**config.mk**
```make
export PLATFORM = sky130hd
export DESIGN_NAME = crc_stream_engine
export DESIGN_NICKNAME = d
export VERILOG_FILES = /design/src/rtl/crc_pkg.sv /design/src/rtl/crc_parallel_step.sv /design/src/rtl/crc_stream_engine.sv
export SDC_FILE = /design/constraint.sdc
export NUM_CORES = 1
export LEC_CHECK = 0
export ABC_AREA = 1
export CORE_ASPECT_RATIO = 0.9
export CORE_MARGIN = 3
export CORE_UTILIZATION = 29
export CTS_CLUSTER_DIAMETER = 150
export DETAILED_ROUTE_END_ITERATION = 8
export GPL_TIMING_DRIVEN = 0
export PLACE_DENSITY_LB_ADDON = 0.1
export RECOVER_POWER = 50
export SYNTH_ARGS = -nofsm -noshare
export SYNTH_HDL_FRONTEND = slang
export SYNTH_SLANG_ARGS = --single-unit
```
**constraint.sdc**
```tcl
create_clock -name clk -period 10.05 [get_ports clk]
set_clock_uncertainty 0.15 [all_clocks]
set_input_delay 2.5125 -clock clk [delete_from_list [all_inputs] [get_ports clk]]
set_output_delay 2.5125 -clock clk [all_outputs]
set_load 0.01 [all_outputs]
```
**src/rtl/crc_pkg.sv**
```systemverilog
// Shared CRC helpers: serial-equivalent parallel LFSR update, reflections, engine states.
package crc_pkg;

  localparam int unsigned CRC_MAX  = 32;
  localparam int unsigned DATA_MAX = 128;

  typedef enum logic [1:0] {
    IDLE = 2'd0,
    RUN  = 2'd1,
    HOLD = 2'd2
  } state_t;

  function automatic logic [7:0] refl8(input logic [7:0] b);
    logic [7:0] r;
    for (int i = 0; i < 8; i++) r[i] = b[7-i];
    return r;
  endfunction

  function automatic logic [CRC_MAX-1:0] bitrev(input logic [CRC_MAX-1:0] v,
                                                input int unsigned       w);
    logic [CRC_MAX-1:0] r;
    r = '0;
    for (int i = 0; i < CRC_MAX; i++) begin
      if (i < w) r[i] = v[w-1-i];
    end
    return r;
  endfunction

  // One beat folded in as data_w consecutive serial steps; width-limited by mask.
  function automatic logic [CRC_MAX-1:0] crc_next(input logic [CRC_MAX-1:0]  lfsr,
                                                  input logic [DATA_MAX-1:0] data,
                                                  input int unsigned         data_w,
                                                  input logic [CRC_MAX-1:0]  poly,
                                                  input int unsigned         crc_w,
                                                  input logic                refin);
    logic [CRC_MAX-1:0] r;
    logic [CRC_MAX-1:0] mask;
    logic [7:0]         byt;
    logic               b;
    logic               fb;
    mask = '0;
    for (int i = 0; i < CRC_MAX; i++) begin
      if (i < crc_w) mask[i] = 1'b1;
    end
    r = lfsr & mask;
    for (int i = 0; i < DATA_MAX; i++) begin
      if (i < data_w) begin
        if (refin) begin
          // Byte 0 first; reflecting the byte turns LSB-first into an MSB-first walk.
          byt = refl8(data[(i/8)*8 +: 8]);
          b   = byt[7-(i%8)];
        end else begin
          b = data[data_w-1-i];
        end
        fb = r[crc_w-1] ^ b;
        r  = ((r << 1) ^ (fb ? poly : '0)) & mask;
      end
    end
    return r;
  endfunction

endpackage

```
**src/rtl/crc_parallel_step.sv**
```systemverilog
// Combinational next-LFSR over one DATA_W-bit beat for any CRC_W/POLY.
// Zero latency; no handshake, pure function of its inputs.
module crc_parallel_step
  import crc_pkg::*;
#(
  parameter int              CRC_W  = 16,
  parameter logic [CRC_W-1:0] POLY  = 16'h8005,
  parameter int              DATA_W = 16,
  parameter bit              REFIN  = 1'b0
) (
  input  logic [CRC_W-1:0]  lfsr_i,
  input  logic [DATA_W-1:0] data_i,
  output logic [CRC_W-1:0]  lfsr_o
);

  logic [CRC_MAX-1:0]  lfsr_ext;
  logic [CRC_MAX-1:0]  poly_ext;
  logic [CRC_MAX-1:0]  next_ext;
  logic [DATA_MAX-1:0] data_ext;
  logic                unused_hi;

  always_comb begin
    lfsr_ext              = '0;
    lfsr_ext[CRC_W-1:0]   = lfsr_i;
    poly_ext              = '0;
    poly_ext[CRC_W-1:0]   = POLY;
    data_ext              = '0;
    data_ext[DATA_W-1:0]  = data_i;
    next_ext = crc_next(lfsr_ext, data_ext, DATA_W, poly_ext, CRC_W, REFIN);
    lfsr_o   = next_ext[CRC_W-1:0];
  end

  assign unused_hi = ^next_ext;

endmodule

```
**src/rtl/crc_stream_engine.sv**
```systemverilog
// Frame-aware CRC engine: one beat per cycle, finalised result held until taken.
// Result valid the cycle after the eof beat; in_ready drops while a result is held.
module crc_stream_engine
  import crc_pkg::*;
#(
  parameter int               CRC_W   = 16,
  parameter logic [CRC_W-1:0] POLY    = 16'h8005,
  parameter logic [CRC_W-1:0] INIT    = '0,
  parameter logic [CRC_W-1:0] XOROUT  = '0,
  parameter bit               REFIN   = 1'b0,
  parameter bit               REFOUT  = 1'b0,
  parameter int               DATA_W  = 16,
  parameter logic [CRC_W-1:0] RESIDUE = '0
) (
  input  logic              clk,
  input  logic              reset,
  input  logic              in_valid,
  output logic              in_ready,
  input  logic [DATA_W-1:0] in_data,
  input  logic              in_sof,
  input  logic              in_eof,
  output logic              crc_valid,
  input  logic              crc_ready,
  output logic [CRC_W-1:0]  crc_out,
  output logic              crc_match
);

  state_t             state_q, state_d;
  logic [CRC_W-1:0]   lfsr_q, lfsr_d;
  logic [CRC_W-1:0]   crc_q, crc_d;
  logic               match_q, match_d;
  logic [CRC_W-1:0]   start_val;
  logic [CRC_W-1:0]   step_val;
  logic [CRC_W-1:0]   result;
  logic [CRC_MAX-1:0] step_ext;
  logic [CRC_MAX-1:0] rev_ext;
  logic               accept;
  logic               unused_rev;

  // Outputs depend only on registered state, so crc_ready never reaches in_ready.
  assign in_ready  = (state_q != HOLD);
  assign crc_valid = (state_q == HOLD);
  assign crc_out   = crc_q;
  assign crc_match = match_q & crc_valid;
  assign accept    = in_valid & in_ready;

  always_comb begin
    start_val = lfsr_q;
    if (in_sof || (state_q == IDLE)) start_val = INIT;
  end

  crc_parallel_step #(
    .CRC_W  (CRC_W),
    .POLY   (POLY),
    .DATA_W (DATA_W),
    .REFIN  (REFIN)
  ) u_step (
    .lfsr_i (start_val),
    .data_i (in_data),
    .lfsr_o (step_val)
  );

  always_comb begin
    step_ext            = '0;
    step_ext[CRC_W-1:0] = step_val;
    rev_ext             = bitrev(step_ext, CRC_W);
    result              = (REFOUT ? rev_ext[CRC_W-1:0] : step_val) ^ XOROUT;
  end

  assign unused_rev = ^rev_ext;

  always_comb begin
    state_d = state_q;
    lfsr_d  = lfsr_q;
    crc_d   = crc_q;
    match_d = match_q;
    case (state_q)
      IDLE, RUN: begin
        if (accept) begin
          if (in_eof) begin
            crc_d   = result;
            match_d = (result == RESIDUE);
            lfsr_d  = INIT;
            state_d = HOLD;
          end else begin
            lfsr_d  = step_val;
            state_d = RUN;
          end
        end
      end
      HOLD: begin
        if (crc_ready) state_d = IDLE;
      end
      default: state_d = IDLE;
    endcase
  end

  always_ff @(posedge clk) begin
    if (reset) begin
      state_q <= IDLE;
      lfsr_q  <= INIT;
      crc_q   <= '0;
      match_q <= 1'b0;
    end else begin
      state_q <= state_d;
      lfsr_q  <= lfsr_d;
      crc_q   <= crc_d;
      match_q <= match_d;
    end
  end

endmodule

```
# Word-level counts from Yosys, hierarchy flattened
# Cells that the tools add are included.
# Widths: inputs -> output; s select.
totals:
  word_cells: 72
  register_bits: 35
  inputBits: 22
  out_inout_bits: 19
op_classes:
  n_mux: 22
  n_eq_ne: 5
  n_bitwise: 34
  n_reduce_logical: 7
ops:
  columns: ["operator", "count"]
  rows:
  - ["$mux 16", 18]
  - ["$xor 16x16->16", 16]
  - ["$logic_not 16->1", 1]
  - ["$xor 1x1->1", 16]
  - ["$mux 2", 3]
  - ["$ne 2x2->1 const B", 2]
  - ["$pmux 2 s2", 1]
  - ["$reduce_and 2->1", 2]
  - ["$reduce_and 3->1", 1]
  - ["$and 1x1->1", 2]
  - ["$eq 2x1->1 const B", 1]
  - ["$eq 2x2->1 const B", 1]
  - ["$logic_not 2->1", 1]
  - ["$ne 2x1->1 const B", 1]
  - ["$reduce_or 2->1", 1]
  - ["$logic_or 1x1->1", 1]

# Depth between registers and ports, before layout
# Gate-level depths: netlist (run 1).
logic_depth:
  ltp_word: 52
  mapped_depth: 35
  depth_no_buf: 35

# Hierarchy
# From an unflattened synthesis (run 1), not the netlist that was laid out.
hier_totals:
  cells_unflattened: 318
  hier_area_um2: 2250.9
modules_own_cells:
  columns: ["module", "area_each_um2", "instances", "cells_each", "seq_area_each_um2"]
  rows:
  - ["crc_stream_engine", 1486.4, 1, 206, 700.7]
  - ["crc_parallel_step", 764.5, 1, 112, 0.0]

# Worst setup path before layout (run 1)
# OpenSTA, ideal clock, no wires.
synth_path:
  path_kind: "input port to flip-flop"
  from: "input port in_sof"
  to: "register crc_q[2] (netlist: crc_out[2])"
  t_arrival_ps: 5043
  n_path_buf: 0
  setup_ps: 109
  path_stages: 30
  required_ps: 9791
  slack_ps: 4748
  path_cell_list: "inv_1 -> nand3_1 -> nand2_1 -> nand2_2 -> nand2_1 -> nand2_2 -> nand2_2 -> nand3_4 -> nand2_4 -> nand2_4 -> nand2_4 -> nand2_4 -> nand2_2 -> nand2_2 -> nand3_4 -> nand2_4 -> nand2_4 -> nand2_2 -> nand2_2 -> nand3_4 -> nand3_1 -> nand3_2 -> nand3_1 -> nand3_2 -> nand3_1 -> nand3_1 -> nand2_1 -> nand2_1 -> nand2_1 -> inv_1"
synth_via:
  elab_chain_cells: 50
synth_lines:
  columns: ["item", "line_no", "source"]
  rows:
  - ["start: declaration", "crc_stream_engine.sv:20", "input logic in_sof,"]
  - ["$logic_or 1x1->1 (*)", "crc_stream_engine.sv:49", "if (in_sof || (state_q == IDLE)) start_val = INIT;"]
  - ["$mux 16 (*)", "crc_stream_engine.sv:49", null]
  - ["$xor 1x1->1", "crc_pkg.sv:55", "fb = r[crc_w-1] ^ b;"]
  - ["$mux 16", "crc_pkg.sv:56", "r = ((r << 1) ^ (fb ? poly : '0)) & mask;"]
  - ["$xor 16x16->16 (*)", "crc_pkg.sv:56", null]
  - ["$xor 1x1->1", "crc_pkg.sv:55", null]
  - ["$mux 16", "crc_pkg.sv:56", null]
  - ["$xor 16x16->16 (*)", "crc_pkg.sv:56", null]
  - ["[34 not listed]", null, null]
  - ["$mux 16", "crc_pkg.sv:56", null]
  - ["$xor 16x16->16 (*)", "crc_pkg.sv:56", null]
  - ["$xor 1x1->1", "crc_pkg.sv:55", null]
  - ["$mux 16", "crc_pkg.sv:56", null]
  - ["$xor 16x16->16 (*)", "crc_pkg.sv:56", null]
  - ["$xor 1x1->1", "crc_pkg.sv:55", null]
  - ["$mux 16", "crc_pkg.sv:56", null]
  - ["$xor 16x16->16 (*)", "crc_pkg.sv:56", null]
  - ["end signal: assignment", "crc_stream_engine.sv:107", "crc_q <= crc_d;"]
  - ["end: declaration", "crc_stream_engine.sv:30", "logic [CRC_W-1:0] crc_q, crc_d;"]
# Mark *: on every way between the ends. The rest lies on a longest branch, timed or not.
# A chain may end at the register's enable or synchronous reset.

# Worst setup path in the final report (run 1)
# Ends and elaborated chain as after synthesis.

==> results.json, run 1 <==
{
  "critical_path_depth": 29,
  "root_buffer": "clkbuf_8",
  "setup.worst_path.end_class": "flip-flop",
  "drive_above_1_share_pct": 15.18,
  "startpoint_type": "input port",
  "num_rows": 31,
  "setup_tns_ns": 0,
  "synthTopCellsByArea": "dfxtp_1, nand2_1, nand3_1",
  "fillCellCount": 904,
  "grt_max_degree": 11,
  "fp.dieH_um": 92.84,
  "dp_cells": 473,
  "clock_latency_ns": 0.29,
  "path_max_fanout": 6,
  "grt_pass1_vias": 2193,
  "yosys_warnings": 0,
  "clockBufferDepth": 2,
  "firstDrtPassIters": 4,
  "leakage_nw": 1.389,
  "syn-num-nets": 357,
  "path_class": "input port to flip-flop",
  "globalplace.congestion": 0.7400,
  "powerDensity_mw_per_mm2": 137.3,
  "crit_family": "simple AND/OR/NAND/NOR gates",
  "clk_pin_slew_ns": 0.07,
  "io_pins": 41,
  "internal-power_w": 0.0002663,
  "ys_seq_area_share_pct": 28.84,
  "synth_cell_types": 32,
  "synth_edf_count": 0,
  "fin_total_pwr_w": 0.0004147,
  "cts_resized": 0,
  "antenna_left": 0,
  "switching_share_pct": 35.78,
  "synth_top_area_share_pct": 28.84,
  "p_clk_share_pct": 27.6,
  "final_common_cell": "nand2_1",
  "cp.required_ns": 10.09,
  "ir_drop_v": 0.00006920,
  "seqPwrFrac_pct": 37.3,
  "grt_overflow": 0,
  "vias": 2161,
  "syn_inst": 335,
  "mostFrequentLayoutCells": "nand2_1, inv_1, nand3_1",
  "grt_setup_unrepaired": "false",
  "wl_mm": 6.177,
  "ys_ff_latch": 35,
  "post_cts_buffers": 0,
  "ctsHoldBuffers": 0,
  "async_reset_ff_share_pct": 0,
  "max-slew-margin-rel_pct": 62.09,
  "htree_levels": 2,
  "antenna_found_initial": 0,
  "cts_buffers": 5,
  "dieArea_mm2": 0.009514,
  "coreArea_mm2": 0.008107,
  "drc": 0,
  "crit_top_cell": "nand2_4",
  "critical_path_buf_inv_count": 3,
  "drv_slew": 0,
  "synth_top_cell_by_area": "dfxtp_1",
  "r2r_cells": 29,
  "timing.fmax_mhz": 155.8,
  "netlist_area_mm2": 0.002430,
  "drv_cap": 0,
  "power_frac_comb_pct": 35.1,
  "cts_tree": "built",
  "grt_pass1_wl_mm": 10.56,
  "worstPathArrival_ns": 6.46,
  "status": "finished, final reports clean",
  "setup_viol": 0,
  "io_buffers": 39,
  "dr.first_iter.drc_count": 106,
  "postSynthAreaPerCell_um2": 7.253,
  "grt_use_total_pct": 14.03,
  "die_w_um": 102.5,
  "wire_per_inst_um": 12.84,
  "start_util_pct": 29.97,
  "area_growth_pct": 24.30,
  "cp_slowest_cell": "dlygate4sd3_1",
  "hold_class": "flip-flop to flip-flop",
  "finalCriticalPeriod_ns": 6.419,
  "num_antenna_cells": 0,
  "finalNetCount": 403,
  "avgViaCountPerCell": 4.493,
  "hold_viol_final": 0,
  "fin_crit_sh_pct": 63.87,
  "worst_pin_slew_ns": 0.5686,
  "power_switching_w": 0.0001484,
  "max_stage_delay_ns": 0.56,
  "whs_path_depth": 2,
  "final_cells": 481,
  "postLayoutCoreUtil_pct": 37.26,
  "hpwl_mm": 4.796,
  "ys.flop_type": "dfxtp_1",
  "clkSinkCount": 35
}
final timing paths:
check	from	endpoint	slack, ns
worst max-delay path	in_sof	crc_out[2]$_SDFFE_PP0P_	3.63
worst min-delay path	lfsr_q[3]$_SDFFE_PP0P_	lfsr_q[3]$_SDFFE_PP0P_	0.32
worst max register to register	state_q[1]$_SDFFE_PP0P_	crc_out[2]$_SDFFE_PP0P_	6.00
worst min register to register	lfsr_q[3]$_SDFFE_PP0P_	lfsr_q[3]$_SDFFE_PP0P_	0.32
metrics by stage:
step | worst slack (ns) | hold slack (ns) | instance area (um2)
6_report | 3.631 | 0.3173 | 3020
5_1_grt | 3.167 | 0.3495 | 3020
4_1_cts | 4.046 | 0.3206 | 3044
3_5_place_dp | 3.761 | 0.3090 | 2944
3_3_place_gp | 3.785 | 0.3046 | 2944
2_1_floorplan | 4.748 | 0.2926 | 2430
sequential cells by signal, indices dropped and copies added (netlist names):
| signal | count |
|---|---|
| state_q | 2 |
| lfsr_q | 16 |
| crc_out | 16 |
| match_q | 1 |
worst register-to-register path: cells and delay by family, from the launching register on:
kind                      cells  cell delay (ns)
and+or+nand+nor              24             2.48
AOI/OAI and AO/OA             1             0.48
DFF                           1             0.35
buffers and inverters         3             0.21
xor gates and xnor gates      1             0.29
synthesized netlist by cell type, types with 2 or more instances:
master,instances
a21oi_1,22
clkbuf_1,7
dfxtp_1,35
inv_1,49
inv_2,5
nand2_1,66
nand2_2,17
nand2_4,8
nand3_1,40
nand3_2,11
nand3_4,5
nand3b_1,2
nand4_1,2
nor2_1,7
nor3_1,2
o211ai_1,5
o21a_1,3
o21ai_0,9
o21bai_1,4
or2_2,2
xnor2_1,4
xor2_1,20
logic make-up after synthesis:
family          count (synthesis)  synth area share [%]
buf+inv                        64                 10.45
compound gates                 45                 11.12
flops                          35                 28.84
simple gates                  165                 39.14
xor+xnor                       26                 10.45
power by group through the flow:
| stage | registers, W | logic, W | clock network, W |
|---|---|---|---|
| after CTS | 0.000155 | 0.000150 | 0.000119 |
| after global routing | 0.000156 | 0.000162 | 0.000124 |
| after detailed placement | 0.000158 | 0.000149 | 0 |
| after global placement | 0.000158 | 0.000149 | 0 |
| after floorplan | 0.000160 | 0.000101 | 0 |
| final | 0.000155 | 0.000145 | 0.000115 |
routing by layer:
metal	wire [um]	GRT usage, %
met3	260	2.711
met1	3221	20.17
met5	0	0
met4	82	3.934
met2	2612	21.13
area by class of cell:
type | instances | area (um2) | share of cell area, %
multi-input combinational | 236 | 1451 | 48.05
sequential | 35 | 700.7 | 23.20
timing repair buffer | 39 | 390.4 | 12.92
inverter | 55 | 206.4 | 6.835
tap | 99 | 123.9 | 4.101
clock buffer | 8 | 100.1 | 3.314
buffer | 9 | 47.55 | 1.574
Note: power is estimated with default switching activity, not from simulation.
==> run 2, diff against run 1 <==
==> constraint.sdc (replaced) <==
create_clock -name clk -period 6.1 [get_ports clk]
set_clock_uncertainty 0.15 [all_clocks]
set_input_delay 1.525 -clock clk [delete_from_list [all_inputs] [get_ports clk]]
set_output_delay 1.525 -clock clk [all_outputs]
set_load 0.01 [all_outputs]
==> run 2 against run 1 <==
Cell area up 0.54%. Register-to-register slack worse by 3.7 ns. Wire length about the same. Critical endpoint is now crc_out[15]$_SDFFE_PP0P_. Largest cell class unchanged.
==> results.json, run 2 (synthesis results as in run 1) <==
{
  "ctsHoldBuffers": 0,
  "path_max_fanout": 5,
  "max_stage_delay_ns": 0.59,
  "avgViaCountPerCell": 4.468,
  "drv_cap": 0,
  "min-delay-start": "lfsr_q[3]$_SDFFE_PP0P_",
  "grt_use_total_pct": 14.03,
  "wl_mm": 6.175,
  "max-slew-margin-rel_pct": 63.43,
  "status": "finished, final reports clean",
  "met3_usage_pct": 2.711,
  "setup_viol": 0,
  "cp_slowest_cell": "dlygate4sd3_1",
  "clkSinkCount": 35,
  "clk_pin_slew_ns": 0.07,
  "path_class": "input port to flip-flop",
  "wire_per_inst_um": 12.84,
  "hold_viol_final": 0,
  "hold_class": "flip-flop to flip-flop",
  "grt.met2_usage_pct": 21.13,
  "grt_overflow": 0,
  "dpl_cell_area_mm2": 0.002944,
  "crit_top_cell": "nand2_4",
  "firstDrtPassIters": 4,
  "powerDensity_mw_per_mm2": 225.4,
  "start_util_pct": 29.97,
  "dr.first_iter.drc_count": 94,
  "htree_levels": 2,
  "worstPathArrival_ns": 5.28,
  "root_buffer": "clkbuf_8",
  "io_pins": 41,
  "grt_max_degree": 11,
  "grt_pass1_wl_mm": 10.56,
  "grt_setup_unrepaired": "false",
  "drive_above_1_share_pct": 15.45,
  "worst_pin_slew_ns": 0.5485,
  "antenna_found_initial": 0,
  "clock_latency_ns": 0.29,
  "cp-startpoint": "in_sof",
  "coreArea_mm2": 0.008107,
  "fin_area_mm2": 0.003037,
  "post_cts_buffers": 0,
  "finalNetCount": 403,
  "globalplace.congestion": 0.7400,
  "fp.dieH_um": 92.84,
  "clockBufferDepth": 2,
  "timing.fmax_mhz": 190.8,
  "setup_tns_ns": 0,
  "r2r-start": "state_q[1]$_SDFFE_PP0P_",
  "area_growth_pct": 24.97,
  "grt-busiest-layer": "met2",
  "use_met1_pct": 20.17,
  "hpwl_mm": 4.796,
  "cts_buffers": 5,
  "dieArea_mm2": 0.009514,
  "cp.required_ns": 6.14,
  "io_buffers": 39,
  "drc": 0,
  "cts_resized": 0,
  "grt_pass1_vias": 2193,
  "setup.worst_path.end_class": "flip-flop",
  "antenna_left": 0,
  "critical_path_buf_inv_count": 3,
  "num_rows": 31,
  "crit_family": "simple AND/OR/NAND/NOR gates",
  "num_antenna_cells": 0,
  "ir_drop_v": 0.0001139,
  "startpoint_type": "input port",
  "drv_slew": 0,
  "cts_tree": "built",
  "mostFrequentLayoutCells": "nand2_1, inv_1, nand3_1",
  "final_common_cell": "nand2_1",
  "die_w_um": 102.5,
  "finalCriticalPeriod_ns": 5.240,
  "fin_crit_sh_pct": 85.90,
  "leakage_nw": 1.392,
  "vias": 2149
}
[run 2: cell counts in the layout (fill, tap and decap cells not counted)]
Identical to the previous run, type by type.
[run 2: worst reg2reg max path: cells and delay by family (launching register included)]
| family | cells | cell delay [ns] |
|---|---|---|
| and+or+nand+nor | 30 | 3.10 |
| buffers and inverters | 2 | 0.13 |
| DFF | 1 | 0.32 |
[run 2: stage by stage]
stage	total power [W]	hold WS [ns]	worst slack, ns	std cells	utilization [%]
6_report	0.0006844	0.3172	0.8599	481	37.46
5_1_grt	0.0007301	0.3495	0.4105	481	37.46
4_1_cts	0.0006979	0.3206	1.084	481	37.55
3_5_place_dp	0.0005058	0.3090	0.7981	473	36.32
3_3_place_gp	0.0005060	0.3046	0.8228	473	36.32
2_1_floorplan	0.0004289	0.2926	1.785	335	-
[run 2: path summary, 6_finish.rpt]
kind	endpoint	slack (ns)	cells after the start
setup / recovery	crc_out[15]$_SDFFE_PP0P_	0.86	31
hold / removal	lfsr_q[3]$_SDFFE_PP0P_	0.32	2
setup reg to reg	crc_out[15]$_SDFFE_PP0P_	2.31	32
hold reg to reg	lfsr_q[3]$_SDFFE_PP0P_	0.32	2
[run 2: area by class of cell]
class	instances	area [um2]
Fill cell	900	5070
Buffer	9	47.55
Multi-Input combinational cell	236	1468
Timing Repair Buffer	39	390.4
Inverter	55	206.4
Tap cell	99	123.9
Clock buffer	8	100.1
Sequential cell	35	700.7
[run 2: report_power, final]
part | leakage (nW) | internal, W | switching [W]
registers | 0.287 | 0.000246 | 0.00000885
logic | 1.05 | 0.0000900 | 0.000151
clock network | 0.0515 | 0.000103 | 0.0000854
[run 2: per-layer routing]
metal | part of all wire [%] | routed length [um] | vias up
li1 | - | - | 1161
met1 | 53 | 3287 | 952
met2 | 42 | 2606 | 30
met3 | 3.2 | 197 | 6
met4 | 1.3 | 82 | 0
met5 | 0 | 0 | -
==> run 3, diff against run 2 <==
--- a/config.mk
+++ b/config.mk
@@ -5,7 +5,8 @@
 export SDC_FILE = /design/constraint.sdc
 export NUM_CORES = 1
 export LEC_CHECK = 0
-export ABC_AREA = 1
+export ABC_AREA = 0
+export CAP_MARGIN = 15
 export CORE_ASPECT_RATIO = 0.9
 export CORE_MARGIN = 3
 export CORE_UTILIZATION = 29
==> run 3 against run 2 <==
Clock-buffer cell count is 2 lower. Core utilization is 0.18 points higher. Combinational power is 19% higher. Register-to-register slack better by 0.43 ns. Synthesized cell count is 14% lower. Critical endpoint unchanged.
==> results.json, run 3 <==
{
  "status": "finished, final reports clean",
  "htree_levels": 2,
  "grt_overflow": 0,
  "postSynthAreaPerCell_um2": 8.250,
  "synthAdderAreaFrac_pct": 0,
  "finalNetCount": 353,
  "async_reset_ff_share_pct": 0,
  "post_cts_buffers": 0,
  "syn-num-nets": 310,
  "clkSinkCount": 35,
  "timing.fmax_mhz": 220.6,
  "fin_crit_sh_pct": 74.30,
  "synth_top_cell_by_area": "dfxtp_1",
  "antenna_found_initial": 0,
  "synth_mux_area_share_pct": 2.159,
  "netlist_area_mm2": 0.002376,
  "hpwl_mm": 4.890,
  "start_util_pct": 30.73,
  "hold_end": "crc_out[13]$_SDFFE_PP0P_",
  "area_growth_pct": 22.49,
  "r2r_cells": 8,
  "whs_path_depth": 2,
  "coreArea_mm2": 0.007732,
  "ys_ff_latch": 35,
  "fp.dieH_um": 91.87,
  "clock_latency_ns": 0.29,
  "path_max_fanout": 5,
  "hold_viol_final": 0,
  "grt_pass1_vias": 1973,
  "ctsHoldBuffers": 0,
  "dr.first_iter.drc_count": 105,
  "num_antenna_cells": 0,
  "synth_top_area_share_pct": 29.49,
  "ys.flop_type": "dfxtp_1",
  "r2r-end": "crc_out[15]$_SDFFE_PP0P_",
  "ys_seq_area_share_pct": 29.49,
  "grt_use_total_pct": 14.63,
  "clockBufferDepth": 2,
  "cts_buffers": 5,
  "yosys.area_share.simple_pct": 20.80,
  "grt_setup_unrepaired": "false",
  "synth.most_common_cell": "nor2_1",
  "cp_slowest_cell": "dlygate4sd3_1",
  "yosys_warnings": 0,
  "setup.worst_path.end_class": "flip-flop",
  "drv_slew": 0,
  "drv_cap": 0,
  "avgViaCountPerCell": 4.741,
  "vias": 2029,
  "max_stage_delay_ns": 0.56,
  "ir_drop_v": 0.00008437,
  "setup_viol": 0,
  "synth_cell_types": 46,
  "hold_slack_ns": 0.3033,
  "setup_tns_ns": 0,
  "num_rows": 30,
  "synth_edf_count": 0,
  "ff2ff_setup_slack_ns": 2.74,
  "leakage_nw": 1.022,
  "dieArea_mm2": 0.009317,
  "crit_chain": "dlygate4sd3_1 > o21ba_2 > nand2_2 > xor2_1 > xor3_2 > xnor3_2 > xnor2_4 > xnor2_1 > a211oi_2",
  "syn_inst": 288,
  "worst_pin_slew_ns": 0.9113,
  "cp.required_ns": 6.17,
  "wl_mm": 6.471,
  "grt_max_degree": 12,
  "r2r-start": "state_q[0]$_SDFFE_PP0P_",
  "antenna_left": 0,
  "powerDensity_mw_per_mm2": 245.4,
  "finalCriticalPeriod_ns": 4.532,
  "wire_per_inst_um": 15.12,
  "globalplace.congestion": 0.8013,
  "die_w_um": 101.4,
  "firstDrtPassIters": 4,
  "io_buffers": 36,
  "mostFrequentLayoutCells": "xnor2_1, nor2_1, dfxtp_1",
  "io_pins": 41,
  "path_class": "input port to flip-flop",
  "synth_top_family_by_area": "XOR/XNOR gates",
  "startpoint_type": "input port",
  "fin_area_mm2": 0.002910,
  "root_buffer": "clkbuf_8",
  "drive_above_1_share_pct": 6.928,
  "cts_resized": 0,
  "synthTopCellsByCount": "nor2_1, xnor2_1, dfxtp_1",
  "max-slew-margin-rel_pct": 39.12,
  "drc": 0,
  "clk_pin_slew_ns": 0.08,
  "dpl_cell_area_mm2": 0.002856,
  "synthTopCellsByArea": "dfxtp_1, xnor2_1, nor2_1",
  "min-delay-start": "crc_out[13]$_SDFFE_PP0P_",
  "hold_class": "flip-flop to flip-flop",
  "synth_xor_area_share_pct": 28.54,
  "grt_pass1_wl_mm": 10.63,
  "cts_tree": "built",
  "worstPathArrival_ns": 4.60,
  "synth_compound_area_share_pct": 14.64
}
## run 3: kinds of logic (layout without fill, tap and decap cells)
logic type	count (synthesis)	after routing
xor gates and xnor gates	63	63
muxes	5	5
DFF	35	35
AOI/OAI and AO/OA	53	53
and+or+nand+nor	109	109
buffers and inverters	23	67
## run 3: final cells by class
cell class,count,area (um2)
inverter,2,7.507
buffer,21,95.09
clock inverter,2,12.51
multi-input combinational,230,1541
tap,96,120.1
fill,825,4822
clock buffer,6,72.57
timing repair buffer,36,360.3
sequential,35,700.7
## run 3: through the flow
stage,total power (W),utilization (%),std cells,setup WS [ns]
detailed placement,0.0005576,36.94,420,1.559
floorplan,0.0004779,-,288,2.390
finish,0.0007143,37.64,428,1.568
global placement,0.0005565,36.94,420,1.533
CTS,0.0007297,38.04,428,1.853
global route,0.0007600,37.64,428,1.368
## run 3: critical path: cells and delay by family
family | cells | cell delay, ns
compound gates | 2 | 0.54
xor+xnor | 5 | 1.89
buf+inv | 1 | 0.56
simple gates | 1 | 0.07
## run 3: metal layers
| layer | GRT usage, % | part of all wire, % | wire (um) | up-vias |
|---|---|---|---|---|
| met1 | 22.19 | 53 | 3410 | 929 |
| met3 | 2.814 | 4.1 | 263 | 5 |
| li1 | - | - | - | 1058 |
| met2 | 21.19 | 43 | 2755 | 37 |
| met4 | 3.212 | 0.63 | 41 | 0 |
| met5 | 0 | 0 | 0 | - |
## run 3: power by group
part	internal [W]	switching (W)	leakage (nW)
clock	0.0000799	0.0000886	0.0412
combinational	0.000141	0.000145	0.695
sequential	0.000247	0.0000120	0.286
## run 3: worst max-delay path by stage
stage | start | end | depth (start not counted)
floorplan | in_sof | crc_out[15]$_SDFFE_PP0P_ | 8
global placement | in_sof | crc_out[15]$_SDFFE_PP0P_ | 9
detailed placement | in_sof | crc_out[15]$_SDFFE_PP0P_ | 9
CTS | in_sof | crc_out[15]$_SDFFE_PP0P_ | 9
global route | in_sof | match_q$_SDFFE_PP0P_ | 9
finish | in_sof | crc_out[15]$_SDFFE_PP0P_ | 9
==> RTL change 1: new RTL, settings of run 2 <==
`REFIN` is set to 1'b0 in 2 places; all go to 1'b1.
--- a/src/rtl/crc_parallel_step.sv
+++ b/src/rtl/crc_parallel_step.sv
@@ -6,7 +6,7 @@
   parameter int              CRC_W  = 16,
   parameter logic [CRC_W-1:0] POLY  = 16'h8005,
   parameter int              DATA_W = 16,
-  parameter bit              REFIN  = 1'b0
+  parameter bit              REFIN  = 1'b1
 ) (
   input  logic [CRC_W-1:0]  lfsr_i,
   input  logic [DATA_W-1:0] data_i,
--- a/src/rtl/crc_stream_engine.sv
+++ b/src/rtl/crc_stream_engine.sv
@@ -7,7 +7,7 @@
   parameter logic [CRC_W-1:0] POLY    = 16'h8005,
   parameter logic [CRC_W-1:0] INIT    = '0,
   parameter logic [CRC_W-1:0] XOROUT  = '0,
-  parameter bit               REFIN   = 1'b0,
+  parameter bit               REFIN   = 1'b1,
   parameter bit               REFOUT  = 1'b0,
   parameter int               DATA_W  = 16,
   parameter logic [CRC_W-1:0] RESIDUE = '0
Behaviour: not the same (Yosys sat finds a counterexample within 4 cycles, from zero or initial values and one cycle with reset high).
==> RTL change 1 against run 2 <==
Sequential cell count did not move. Largest power group unchanged. Synthesized area down 2.2%. Highest routed layer unchanged. Largest cell class unchanged. Count of clock-buffer cells in the layout is 2 lower. Cell area decreased by 2.8%. Sequential share of layout area increased by 0.66 points. Final cell count grew 0.42%. Die area fell by 2.1%. Routed wire length is 1.0% higher. First-iteration DRC count shrank 15%. Total power is 3.2% lower. Synthesized cell count is 1.8% higher. Sequential power barely moved. Setup slack gained 0.0077 ns. Register-to-register slack worse by 0.06 ns. Critical path type unchanged.
==> RTL change 1: results (changes against run 2) <==
WL final 6240 µm (was 6180 µm); P_comb 0.233 mW (was 0.241 mW); worst hold endpoint lfsr_q[5] (was lfsr_q[3]); 1st-iter DRT viols 80 (was 94); R2R Setup Slk 2.25 ns (was 2.31 ns); P_leak 1.38 nW (was 1.39 nW); sequential fraction of the synthesis area 29.5% (was 28.8%); largest cells by area after synthesis dfxtp_1 (29%), nand2_1 (10%), nand3_1 (8.8%) (was dfxtp_1 (29%), nand2_1 (10%), nand3_1 (8.2%)); Post-Place Cells 476 (was 473); Worst Reg-to-Reg Cells 31 (was 32); CP Max Fanout 6 (was 5); FF-to-FF End crc_out[2] (was crc_out[15]); Via density 4.60 (was 4.47); Diodes inserted 0 (unchanged); dpl cell area 2890 µm² (was 2940 µm²); Min Clock Period, post-route 5.23 ns (was 5.24 ns); hold_sp lfsr_q[5] (was lfsr_q[3]); post-synthesis cell type count 27 (was 32); initial antenna violation count 0 (unchanged); grt met3 use 2.28% (was 2.71%); Critical Path AT 5.27 ns (was 5.28 ns); first-pass GRT wire length 10300 µm (was 10600 µm); synthesized area per cell 6.97 µm² (was 7.25 µm²); setup TNS 0 ns (unchanged); status completed (unchanged); Hold WC Path Type flip-flop to flip-flop (unchanged); wire length per cell 12.9 µm (was 12.8 µm); Worst R2R Start state_q[1] (unchanged); critical path type primary input to flip-flop (unchanged); drt pass-1 iters 5 (was 4); layout cells sized above 1 14.5% (was 15.4%); PostCTS Resize Cnt 0 (unchanged); WHS 0.314 ns (was 0.317 ns); Post-synth top cells nand2_1 (66), inv_1 (48), nand3_1 (42) (was nand2_1 (66), inv_1 (49), nand3_1 (40)); global-route met2 utilization 20.0% (was 21.1%); gp weighted congestion 0.790 (was 0.740); total global-route track usage 14.0% (about the same); nets 409 (was 403); max incr delay on CP 0.56 ns (was 0.59 ns); crit path from in_sof (unchanged); vias in the first global route 2110 (was 2193); met1 Use GR 21.4% (was 20.2%); total power draw 0.662 mW (was 0.684 mW); peak supply drop 114 µV (about the same); post-detail-place hpwl 4800 µm (about the same); largest net degree at the start of global routing 11 (unchanged); post-synthesis net count 363 (was 357); pre-CTS WS 0.813 ns (was 0.798 ns); relative slew slack 60.9% (was 63.4%); Net Switching 0.241 mW (was 0.245 mW)
RTL change 1: cell families (layout without fill, tap and decap cells):
family / after synthesis / after routing / share of synthesized area, %
flops: 35 / 35 / 29.5
compound gates: 38 / 38 / 9.37
buf+inv: 64 / 110 / 10.2
simple gates: 178 / 178 / 41.1
xor+xnor: 26 / 26 / 9.90
RTL change 1: cell type report:
cell class	instances	area, µm²
Inverter	55	206
Clock inverter	1	5.00
Tap cell	96	120
Multi-Input combinational cell	242	1410
Fill cell	840	4780
Buffer	9	35.0
Sequential cell	35	701
Clock buffer	6	82.6
Timing Repair Buffer	39	390
RTL change 1: critical path: cells and delay by family:
kind / cells / cell delay (ns)
simple gates: 27 / 2.71
buf+inv: 3 / 0.69
compound gates: 1 / 0.35
RTL change 1: metal layers:
layer  part of all wire (%)  vias up
li1                       -     1168
met1                     54     1013
met2                     41       35
met3                    3.8        6
met4                    1.1        0
met5                      0        -
==> RTL change 2: new RTL, flow settings as in run 2 <==
Without the edit above. Re-encode `state_t` (3 states) as one-hot, 3 bits wide.
--- a/src/rtl/crc_pkg.sv
+++ b/src/rtl/crc_pkg.sv
@@ -4,10 +4,10 @@
   localparam int unsigned CRC_MAX  = 32;
   localparam int unsigned DATA_MAX = 128;
 
-  typedef enum logic [1:0] {
-    IDLE = 2'd0,
-    RUN  = 2'd1,
-    HOLD = 2'd2
+  typedef enum logic [2:0] {
+    IDLE = 3'b001,
+    RUN  = 3'b010,
+    HOLD = 3'b100
   } state_t;
 
   function automatic logic [7:0] refl8(input logic [7:0] b);
Function: same outputs for any inputs over 4 cycles, from zero or initial values and one cycle with reset high; so few cycles prove little.
==> RTL change 2 against run 2 <==
Count of clock-buffer cells in the layout decreased by 3. Sequential cell count increased by 1. Total power increased by 3.3%. Synthesized area decreased by 3.6%. Cell area decreased by 2.6%. Maximum frequency increased by 1.8%. Highest routed layer unchanged. Routed wire length increased by 1.3%. Setup slack improved by 0.093 ns.
==> RTL change 2: results (changes against run 2) <==
status completed (unchanged); total global-route track usage 14.5% (was 14.0%); pre-CTS WS 1.03 ns (was 0.798 ns); dpl cell area 2850 µm² (was 2940 µm²); endpoints failing hold 0 (unchanged); 1st-iter DRT viols 60 (was 94); vias in the first global route 2088 (was 2193); Post-Synthesis Cells 333 (was 335); PostCTS Resize Cnt 0 (unchanged); Layout Cells excl Fill 476 (was 481); complex-gate fraction of the synthesized area 9.13% (was 11.1%); FF-to-FF End crc_out[15] (unchanged); final setup margin 0.953 ns (was 0.860 ns); largest net degree at the start of global routing 13 (was 11); Critical Path AT 5.20 ns (was 5.28 ns); max incr delay on CP 0.47 ns (was 0.59 ns); Worst Reg-to-Reg Cells 30 (was 32); Post-Synth Adder-Cell Area 0% (unchanged); Crit. End Element flip-flop (unchanged); peak supply drop 98.3 µV (was 114 µV); Post-synth top cells nand2_1 (71), inv_1 (46), dfxtp_1 (36) (was nand2_1 (66), inv_1 (49), nand3_1 (40)); mux share of post-synthesis cell area 0% (unchanged); Warnings, synthesis 0 (unchanged); post-synthesis cell type count 30 (was 32); layout cells sized above 1 14.2% (was 15.4%); first-pass GRT wire length 10300 µm (was 10600 µm); via count 2168 (was 2149); Post-CTS Setup Repair Bufs 0 (unchanged); nets 401 (was 403); Root Buffer clkbuf_8 (unchanged); sequential fraction of the synthesis area 30.8% (was 28.8%); crit path from in_sof (unchanged); clock latency at the later pin of the worst-skew pair 0.30 ns; P_leak 1.36 nW (was 1.39 nW); grt met3 use 2.92% (was 2.71%); post-synthesis net count 355 (was 357); wire length per cell 13.1 µm (was 12.8 µm); GRT overflow 0 (unchanged); post-cts hold buffer count 0 (unchanged); gp weighted congestion 0.833 (was 0.740); CP Max Fanout 10 (was 5); htree depth 2 (unchanged); met1 Use GR 19.8% (was 20.2%); global-route met2 utilization 23.0% (was 21.1%); Post-Place Cells 468 (was 473); XOR/XNOR Fraction of Synth Area 11.6% (was 10.5%); R2R Setup Slk 2.21 ns (was 2.31 ns); Int Pwr 0.458 mW (was 0.439 mW); crit path max-delay cell type clkbuf_1 (was dlygate4sd3_1); Worst-path clk slew 0.09 ns (was 0.07 ns); largest cells by area after synthesis dfxtp_1 (31%), nand2_1 (11%), inv_1 (7.4%) (was dfxtp_1 (29%), nand2_1 (10%), nand3_1 (8.2%)); ys flop type dfxtp_1 (unchanged); port bufs 39 (unchanged); worst-margin pin slew 0.711 ns (was 0.548 ns); Worst R2R Start state_q[1] (unchanged); post-detail-place hpwl 4740 µm (was 4800 µm); Diodes inserted 0 (unchanged)
RTL change 2: worst min path at each step:
stage / startpoint / depth (start not counted) / slack (ns) / to
after floorplan: match_q / 2 / 0.30 / match_q
after global placement: lfsr_q[8] / 2 / 0.30 / lfsr_q[8]
after detailed placement: lfsr_q[9] / 2 / 0.31 / lfsr_q[9]
after CTS: lfsr_q[9] / 2 / 0.32 / lfsr_q[9]
after global routing: lfsr_q[0] / 2 / 0.34 / lfsr_q[0]
final: lfsr_q[7] / 2 / 0.32 / lfsr_q[7]
RTL change 2: logic make-up after synthesis:
kind of cell,count (synthesis)
and+or+nand+nor,167
xor gates and xnor gates,28
DFF,36
AOI/OAI and AO/OA,39
buffers and inverters,63
RTL change 2: cell type report:
class	instances	area (µm²)
Clock buffer	5	68.8
Multi-Input combinational cell	234	1380
Timing Repair Buffer	39	390
Inverter	54	205
Tap cell	96	120
Buffer	9	33.8
Fill cell	837	4740
Clock inverter	3	42.5
Sequential cell	36	721
RTL change 2: power groups by stage:
stage / Sequential (mW) / Clock, mW / Combinational, mW
6_report: 0.263 / 0.222 / 0.222
2_1_floorplan: 0.272 / 0 / 0.150
3_3_place_gp: 0.269 / 0 / 0.227
3_5_place_dp: 0.269 / 0 / 0.228
4_1_cts: 0.264 / 0.229 / 0.229
5_1_grt: 0.265 / 0.236 / 0.249
RTL change 2: metal layers:
layer	up-vias	share of wire, %
met3	5	4.2
met5	-	0
met1	985	51
li1	1142	-
met2	36	44
met4	0	0.81
RTL change 2: worst max-delay path: cells and delay by family:
family	cells	cell delay, ns
AND/OR/NAND/NOR	23	2.17
buffers and inverters	6	1.23
XOR/XNOR	1	0.27
